File: src/rtl/alu_acc_pkg.sv
// Shared opcodes and FSM encoding for alu_accumulator.
// Latency: none (declarations only).
// Backpressure: n/a.
package alu_acc_pkg;

  localparam logic [2:0] OP_ADD  = 3'b000;
  localparam logic [2:0] OP_SUB  = 3'b001;
  localparam logic [2:0] OP_SEXT = 3'b010;
  localparam logic [2:0] OP_OR   = 3'b011;
  localparam logic [2:0] OP_AND  = 3'b100;
  localparam logic [2:0] OP_SHL  = 3'b101;
  localparam logic [2:0] OP_MUL  = 3'b110;
  localparam logic [2:0] OP_HOLD = 3'b111;

  typedef enum logic {
    S_IDLE = 1'b0,
    S_MUL  = 1'b1
  } state_t;

endpackage

File: src/rtl/seq_multiplier.sv
// Shift-add multiplier, one multiplier bit per cycle.
// Latency: WIDTH cycles after start; valid/product are combinational on the last busy cycle.
// Backpressure: start is ignored while busy; no queueing.
module seq_multiplier #(
  parameter int WIDTH = 4
) (
  input  logic               Clock,
  input  logic               Reset_b,
  input  logic               start,
  input  logic [WIDTH-1:0]   a,
  input  logic [WIDTH-1:0]   b,
  output logic               busy,
  output logic               valid,
  output logic [2*WIDTH-1:0] product
);

  localparam int CW = $clog2(WIDTH);

  logic [2*WIDTH-1:0] mcand;
  logic [2*WIDTH-1:0] acc;
  logic [2*WIDTH-1:0] acc_next;
  logic [WIDTH-1:0]   mplier;
  logic [CW-1:0]      cnt;

  assign acc_next = mplier[0] ? (acc + mcand) : acc;
  // The final partial sum is handed out before it is registered so the
  // consumer can commit it on the same edge the multiplier goes idle.
  assign valid    = busy && (cnt == CW'(WIDTH - 1));
  assign product  = acc_next;

  always_ff @(posedge Clock or negedge Reset_b) begin
    if (!Reset_b) begin
      busy   <= 1'b0;
      cnt    <= '0;
      acc    <= '0;
      mcand  <= '0;
      mplier <= '0;
    end else if (start && !busy) begin
      busy   <= 1'b1;
      cnt    <= '0;
      acc    <= '0;
      mcand  <= {{WIDTH{1'b0}}, a};
      mplier <= b;
    end else if (busy) begin
      acc    <= acc_next;
      mcand  <= mcand << 1;
      mplier <= mplier >> 1;
      cnt    <= cnt + CW'(1);
      if (valid) busy <= 1'b0;
    end
  end

endmodule

File: src/rtl/alu_accumulator.sv
// ALU with 2*WIDTH accumulator; optional multiplier under ALU_ACC_MUL_EN.
// Latency: 1 cycle for all ops; MUL takes WIDTH cycles when compiled in.
// Backpressure: Go is ignored while Busy; no queueing.
module alu_accumulator #(
  parameter int WIDTH = 4
) (
  input  logic               Clock,
  input  logic               Reset_b,
  input  logic               Go,
  input  logic [2:0]         Op,
  input  logic [WIDTH-1:0]   Data,
  output logic               Busy,
  output logic               Done,
  output logic [2*WIDTH-1:0] Result,
  output logic               Zero
);

  import alu_acc_pkg::*;

  localparam int W2 = 2 * WIDTH;

  logic [WIDTH-1:0] a;
  logic [WIDTH-1:0] b;
  logic [WIDTH:0]   sum;
  logic [WIDTH:0]   diff;
  logic [W2-1:0]    alu_res;
  logic             accept;

  assign a      = Data;
  assign b      = Result[WIDTH-1:0];
  assign accept = Go && !Busy;
  assign sum    = {1'b0, a} + {1'b0, b};
  // Top bit of the widened difference is the borrow (set exactly when a < b).
  assign diff   = {1'b0, a} - {1'b0, b};

  always_comb begin
    alu_res = Result;
    case (Op)
      OP_ADD:  alu_res = {{(WIDTH-1){1'b0}}, sum};
      OP_SUB:  alu_res = {{(WIDTH-1){1'b0}}, diff};
      OP_SEXT: alu_res = {{WIDTH{b[WIDTH-1]}}, b};
      OP_OR:   alu_res = {{(W2-1){1'b0}}, |{a, b}};
      OP_AND:  alu_res = {{(W2-1){1'b0}}, &{a, b}};
      // Shift amounts >= W2 shift every bit out, giving 0 with no extra compare.
      OP_SHL:  alu_res = {{WIDTH{1'b0}}, a} << b;
      default: alu_res = Result;
    endcase
  end

`ifdef ALU_ACC_MUL_EN
  state_t         state;
  logic           mul_start;
  logic           mul_busy;
  logic           mul_valid;
  logic [W2-1:0]  mul_product;

  assign mul_start = accept && (Op == OP_MUL);

  seq_multiplier #(.WIDTH(WIDTH)) u_mul (
    .Clock   (Clock),
    .Reset_b (Reset_b),
    .start   (mul_start),
    .a       (a),
    .b       (b),
    .busy    (mul_busy),
    .valid   (mul_valid),
    .product (mul_product)
  );

  always_ff @(posedge Clock or negedge Reset_b) begin
    if (!Reset_b) begin
      state  <= S_IDLE;
      Busy   <= 1'b0;
      Done   <= 1'b0;
      Result <= '0;
      Zero   <= 1'b1;
    end else begin
      case (state)
        S_IDLE: begin
          Done <= accept && !mul_start;
          if (mul_start) begin
            state <= S_MUL;
            Busy  <= 1'b1;
          end else if (accept) begin
            Result <= alu_res;
            Zero   <= (alu_res == '0);
          end
        end
        S_MUL: begin
          Done <= mul_valid;
          if (mul_valid || !mul_busy) begin
            state <= S_IDLE;
            Busy  <= 1'b0;
          end
          if (mul_valid) begin
            Result <= mul_product;
            Zero   <= (mul_product == '0);
          end
        end
        default: begin
          state <= S_IDLE;
          Busy  <= 1'b0;
          Done  <= 1'b0;
        end
      endcase
    end
  end
`else
  assign Busy = 1'b0;

  always_ff @(posedge Clock or negedge Reset_b) begin
    if (!Reset_b) begin
      Done   <= 1'b0;
      Result <= '0;
      Zero   <= 1'b1;
    end else begin
      Done <= accept;
      if (accept) begin
        Result <= alu_res;
        Zero   <= (alu_res == '0);
      end
    end
  end
`endif

endmodule
File: config.mk
export PLATFORM = sky130hd
export DESIGN_NAME = alu_accumulator
export DESIGN_NICKNAME = d
export VERILOG_FILES = /design/src/rtl/alu_acc_pkg.sv /design/src/rtl/seq_multiplier.sv /design/src/rtl/alu_accumulator.sv
export SDC_FILE = /design/constraint.sdc
export NUM_CORES = 1
export LEC_CHECK = 0
export CAP_MARGIN = 10
export CORE_MARGIN = 2
export CORE_UTILIZATION = 50
export DETAILED_ROUTE_END_ITERATION = 10
export PLACE_DENSITY = 0.78
export SETUP_SLACK_MARGIN = 0.5
export SLEW_MARGIN = 25
export SYNTH_ARGS = -nofsm -noshare
export SYNTH_HDL_FRONTEND = slang
export SYNTH_SLANG_ARGS = --single-unit
File: constraint.sdc
create_clock -name Clock -period 2.8 [get_ports Clock]
set_input_delay 0.7 -clock Clock [delete_from_list [all_inputs] [get_ports Clock]]
set_output_delay 0.7 -clock Clock [all_outputs]
set_load 0.01 [all_outputs]
==> results of run 1 <==
## timing repair
item / in CTS / in global routing
endpoints found under the setup margin: 5 / 3
gates resized for setup: 24 / 8
buffers inserted: 7 / 2
pin swaps: 11 / 15
hold buffers: 0 / 0
## cell families (layout without fill, tap and decap cells)
kind of cell | after synthesis | in the layout | share of synthesized area [%]
and+or+nand+nor | 35 | 35 | 20.9
DFF | 10 | 10 | 23.8
AOI/OAI and AO/OA | 41 | 41 | 27.2
other | 1 | 1 | 0.355
adders and majority gates | 8 | 8 | 10.2
buffers and inverters | 16 | 56 | 7.22
muxes | 4 | 4 | 6.15
xor gates and xnor gates | 5 | 5 | 4.14
## metal layers
metal / wire length [um] / vias to the layer above / global-route usage, %
met5: 0 / - / 0
met4: 42 / 0 / 9.72
met1: 1270 / 512 / 34.0
met3: 152 / 6 / 2.12
met2: 1550 / 34 / 44.1
li1: - / 514 / -
## worst min-delay path by stage
stage | startpoint | to | slack [ns]
detailed placement | Result[7] | Result[7] | 0.51
global placement | Result[7] | Result[7] | 0.50
global route | Result[7] | Result[7] | 0.55
floorplan | Reset_b | Done | 0.40
finish | Result[7] | Result[7] | 0.53
CTS | Result[7] | Result[7] | 0.53
## cells in the mapped netlist, types with 2 or more instances
| library cell | count | share of area, % |
|---|---|---|
| o21ai_0 | 6 | 2.8 |
| nor3_1 | 2 | 0.95 |
| a31oi_1 | 2 | 1.2 |
| nand3_1 | 2 | 0.95 |
| inv_1 | 8 | 2.8 |
| buf_2 | 4 | 1.9 |
| xnor2_1 | 4 | 3.3 |
| mux2i_4 | 2 | 4.3 |
| ha_1 | 7 | 8.3 |
| nor2_1 | 10 | 3.6 |
| a21o_1 | 5 | 3.6 |
| nand2_1 | 6 | 2.1 |
| mux2i_1 | 2 | 1.9 |
| nor2b_1 | 2 | 1.2 |
| dfrtp_1 | 9 | 21 |
| nand2b_1 | 2 | 1.2 |
| a21oi_1 | 11 | 5.2 |
| nor4_1 | 2 | 1.2 |
| a22oi_1 | 3 | 2.1 |
## per-stage QoR
| step | hold WS, ns | instances | util (%) |
|---|---|---|---|
| after global placement | 0.501 | 174 | 69.4 |
| after CTS | 0.526 | 185 | 74.1 |
| after detailed placement | 0.505 | 174 | 69.4 |
| after global routing | 0.546 | 187 | 77.0 |
| after floorplan | 0.404 | 120 | - |
| final | 0.525 | 187 | 77.0 |
## worst max-delay path, stage by stage
cell             delay [ns]
clkdlybuf4s15_1        0.19
inv_1                  0.07
buf_4                  0.13
buf_4                  0.12
buf_4                  0.12
buf_4                  0.12
buf_4                  0.12
buf_4                  0.12
buf_4                  0.13
nor4_1                 0.26
a2111o_1               0.17
nor4_2                 0.05
a32o_2                 0.25
## final cells by class
cell class	count	area, um^2
clock buffers	4	26.3
fillers	135	455
flip-flops and latches	10	251
multi-input cells	94	810
well taps	27	33.8
repair buffers	43	370
inverters	9	35.0
## sequential cells by signal, indices dropped and copies added, names as in the netlist
| signal | count |
|---|---|
| Done | 1 |
| Result | 8 |
| Zero | 1 |
## power breakdown
part           internal (mW)  switching, mW
registers              0.174         0.0313
logic                  0.309          0.301
clock network         0.0551         0.0499
==> flow_summary.toml, run 1 <==
[detailed_routing]
postRouteAntennaNets = 0
wl_per_cell_um = 16.1
firstDrtPassIters = 4
drt-initial-drc-count = 26
routed_wl_um = 3010
via_per_inst = 5.70
vias = 1066
drc = 0

[power]
pwr_density_cell_mw_per_mm2 = 603
p_leak_nw = 0.670
peakVddDrop_uv = 570
totalPowerFinal_uw = 920

[placement]
placedInstanceArea_mm2 = 0.00138
place_congestion = 0.930
place_ws_ns = -0.250
io_buffers = 19
dp_hpwl_um = 2160

[synth]
synth_cells = 120
yosysWarnings = 0
synth.ff_latch_count = 10
synthArstFlopShare_pct = 100
synth_cell_types = 50
synth-main-ff-cell = "dfrtp_1"
syn_area_mm2 = 0.00106
synth-seq-area-share_pct = 23.8
syn_nets = 138
synth_area_per_cell_um2 = 8.81
synth_edf_count = 0

[final_layout]
nets = 179
finish.instance_area_mm2 = 0.00153
final_common_cell = "buf_4"
final_cell_mix = "buf_4, clkdlybuf4s50_1, dfrtp_1, nor2_1, a21oi_1"
num_antenna_cells = 0
area_growth_pct = 44.4
drive_gt1_share_pct = 37.5

[grt]
antenna_found_initial = 0
grt_pass1_wl_um = 5040
grt_use_total_pct = 26.0
grt_max_degree = 15
grt_pass1_vias = 1107
grt.overflow.total = 0

[min_path]
hold_class = "register to register"
holdPathStages = 1

[timing]
skew_ns = 0.00644
min_period_ns = 2.34
finalCritPeriodShare_pct = 83.7
slew_violations = 0
hold_viol_final = 0
tns_ns = 0
setup_slack_ns = 0.455
setup_viol_count_final = 0
fmax_mhz = 427
rsz0062_at_grt = "yes"

[die]
die_area_mm2 = 0.00250
num_io_pins = 21
row_count = 16
start_util_pct = 53.3
die_w_um = 50.0
core_mm2 = 0.00198
die_h_um = 50.0

[worst_setup_path]
regToRegStartpoint = "Result[0]"
crit_type = "input pin to register"
crit_path_max_fanout = 2
ff2ff_path_depth = 11
worstPathRequired_ns = 3.00
endpoint = "Zero"
critPathCaptureType = "register"
reg2reg_slack_ns = 0.53
cp-start-kind = "input pin"
rr_endpoint = "Zero"
crit_start = "Data[0]"
arrival_ns = 2.54

[cts]
cts-buffers-inserted = 3
cts-root-buf = "clkbuf_4"
clock_path_buffers = 2
clkSinkCount = 10
cts_tree = "done"
insertion_delay_ns = 0.27
clk_pin_slew_worst_paths_ns = 0.07
htreeDepth = 1

[flow_run]
maxCapViolations = 0

[outcome]
outcome = "completed"
Note: power is estimated with default switching activity, not from simulation.
==> inputs of run 2 (changes only) <==
==> constraint.sdc (replaced) <==
create_clock -name Clock -period 2.45 [get_ports Clock]
set_input_delay 0.6125 -clock Clock [delete_from_list [all_inputs] [get_ports Clock]]
set_output_delay 0.6125 -clock Clock [all_outputs]
set_load 0.01 [all_outputs]
==> run 2 against run 1 <==
Against the previous run: final cell count rose by 3.7%; final area up 5.2%; via count rose by 5.2%; global-route usage increased by 2.3 points; flip-flop and latch count is the same; clock skew grew 0.0050 ns; count of clock-buffer cells in the layout unchanged; first-iteration DRC count increased by 77%; critical endpoint unchanged; largest power group unchanged.
==> flow_summary.toml, run 2 (synthesis gave the netlist of run 1 again) <==
[flow_run]
maxCapViolations = 0

[timing]
rsz0062_at_grt = "yes"
skew_ns = 0.0114
fmax_mhz = 438
hold_viol_final = 0
min_period_ns = 2.29
slew_violations = 0
tns_ns = 0
setup_viol_count_final = 0
finalCritPeriodShare_pct = 93.3

[die]
num_io_pins = 21
die_area_mm2 = 0.00250
die_h_um = 50.0
core_mm2 = 0.00198
start_util_pct = 53.3
die_w_um = 50.0
row_count = 16

[detailed_routing]
drt-initial-drc-count = 46
via_per_inst = 5.78
firstDrtPassIters = 4
postRouteAntennaNets = 0
routed_wl_um = 3310
vias = 1121
wl_per_cell_um = 17.1
drc = 0

[worst_setup_path]
arrival_ns = 2.48
crit_chain = "buf_2, nor2_4, nand2_2, nand2_2, o21ai_2, fa_2, inv_1, a21o_1, a21oi_2, xnor2_1, o311a_1, a32o_2"
path_depth = 12
crit_start = "Op[2]"
crit_path_max_fanout = 3
max_stage_delay_ns = 0.36
cp_common_cell = "nand2_2"
regToRegStartpoint = "Result[1]"
ff2ff_path_depth = 10
critPathCaptureType = "register"
worstPathRequired_ns = 2.64
cp_num_buf_inv = 2
cp-start-kind = "input pin"
rr_endpoint = "Zero"
crit_type = "input pin to register"
cpMaxStageDelayCell = "fa_2"
reg2reg_slack_ns = 0.20
critPathTopFamily = "compound AO/OA/AOI/OAI gates"

[min_path]
hold_path_end = "Result[7]"
hold_class = "register to register"
holdPathStages = 1
min_from = "Result[7]"

[cts]
postCtsHoldBufs = 0
cts-root-buf = "clkbuf_4"
insertion_delay_ns = 0.27
clk_pin_slew_worst_paths_ns = 0.06
clock_path_buffers = 2
htreeDepth = 1
cts-buffers-inserted = 3
clkSinkCount = 10
cts_tree = "done"

[grt]
antenna_found_initial = 0
grt_pass1_wl_um = 5350
grt_pass1_vias = 1108
grt.overflow.total = 0
grt_max_degree = 15
grt_use_total_pct = 28.3

[power]
comb_power_share_pct = 67.5
switchingPower_uw = 449
pwr-share-clk_pct = 10.9
peakVddDrop_uv = 636
pwr_density_cell_mw_per_mm2 = 687
intPower_uw = 654
p_leak_nw = 0.731
seq_power_share_pct = 21.6
p_sw_share_pct = 40.7

[final_layout]
num_antenna_cells = 0
final_common_cell = "buf_4"
nets = 186
top_register = "Result"
largest_reg_flops = 8
final_cell_mix = "buf_4, clkdlybuf4s50_1, nor2_1"
drive_gt1_share_pct = 44.3
final_cell_count_no_fill = 194
fill_cells = 119
reg.largest.list = "Result: 8 flops, Done: 1 flops, Zero: 1 flops"
area_growth_pct = 51.8

[placement]
io_buffers = 19
place_congestion = 0.870
placedCellCount = 182
dp_hpwl_um = 2400

[outcome]
outcome = "completed"
-- run 2: timing repair --
action	4_1_cts	5_1_grt
pin swaps	20	11
resized for setup	30	10
setup endpoints to repair	12	9
gates cloned	0	0
buffers inserted	6	2
-- run 2: cell type report --
class                      instances  area (um^2)  share of cell area [%]
sequential                        10          254                    15.8
clock buffer                       4         26.3                    1.64
multi-input combinational         94          826                    51.4
timing repair buffer              50          430                    26.8
inverter                           9         35.0                    2.18
tap                               27         33.8                    2.10
-- run 2: worst max-delay path by stage --
stage | to | slack (ns)
global placement | Zero | -0.39
detailed placement | Zero | -0.50
global route | Zero | 0.09
finish | Zero | 0.16
floorplan | Zero | 0.08
CTS | Zero | 0.19
-- run 2: worst reg2reg max path, cell delays in order (launching register included) --
cell,delay (ns)
dfrtp_1,0.40
clkinv_2,0.10
ha_4,0.17
a21oi_4,0.13
xnor2_2,0.13
ha_1,0.26
a21o_1,0.17
a21oi_2,0.14
xnor2_1,0.09
o311a_1,0.32
a32o_2,0.27
-- run 2: stage by stage --
step,area [um^2],power (mW),setup slack (ns),util [%],hold slack [ns]
final,1610,1.10,0.164,81.0,0.520
after global routing,1610,1.18,0.0887,81.0,0.556
after CTS,1540,1.05,0.185,77.8,0.527
after detailed placement,1440,0.854,-0.496,72.5,0.512
after global placement,1440,0.835,-0.389,72.5,0.510
after floorplan,1110,0.640,0.0809,-,0.317
-- run 2: layer usage --
| layer | global-route usage, % | routed length (um) |
|---|---|---|
| met1 | 36.4 | 1370 |
| met2 | 48.5 | 1690 |
| met3 | 5.15 | 184 |
| met4 | 6.94 | 68 |
| met5 | 0 | 0 |
-- run 2: power by group through the flow --
stage / sequential (mW) / clock (mW) / combinational (mW)
2_1_floorplan: 0.245 / 0 / 0.395
6_report: 0.239 / 0.120 / 0.745
4_1_cts: 0.238 / 0.122 / 0.692
3_3_place_gp: 0.239 / 0 / 0.597
5_1_grt: 0.243 / 0.133 / 0.809
3_5_place_dp: 0.241 / 0 / 0.614
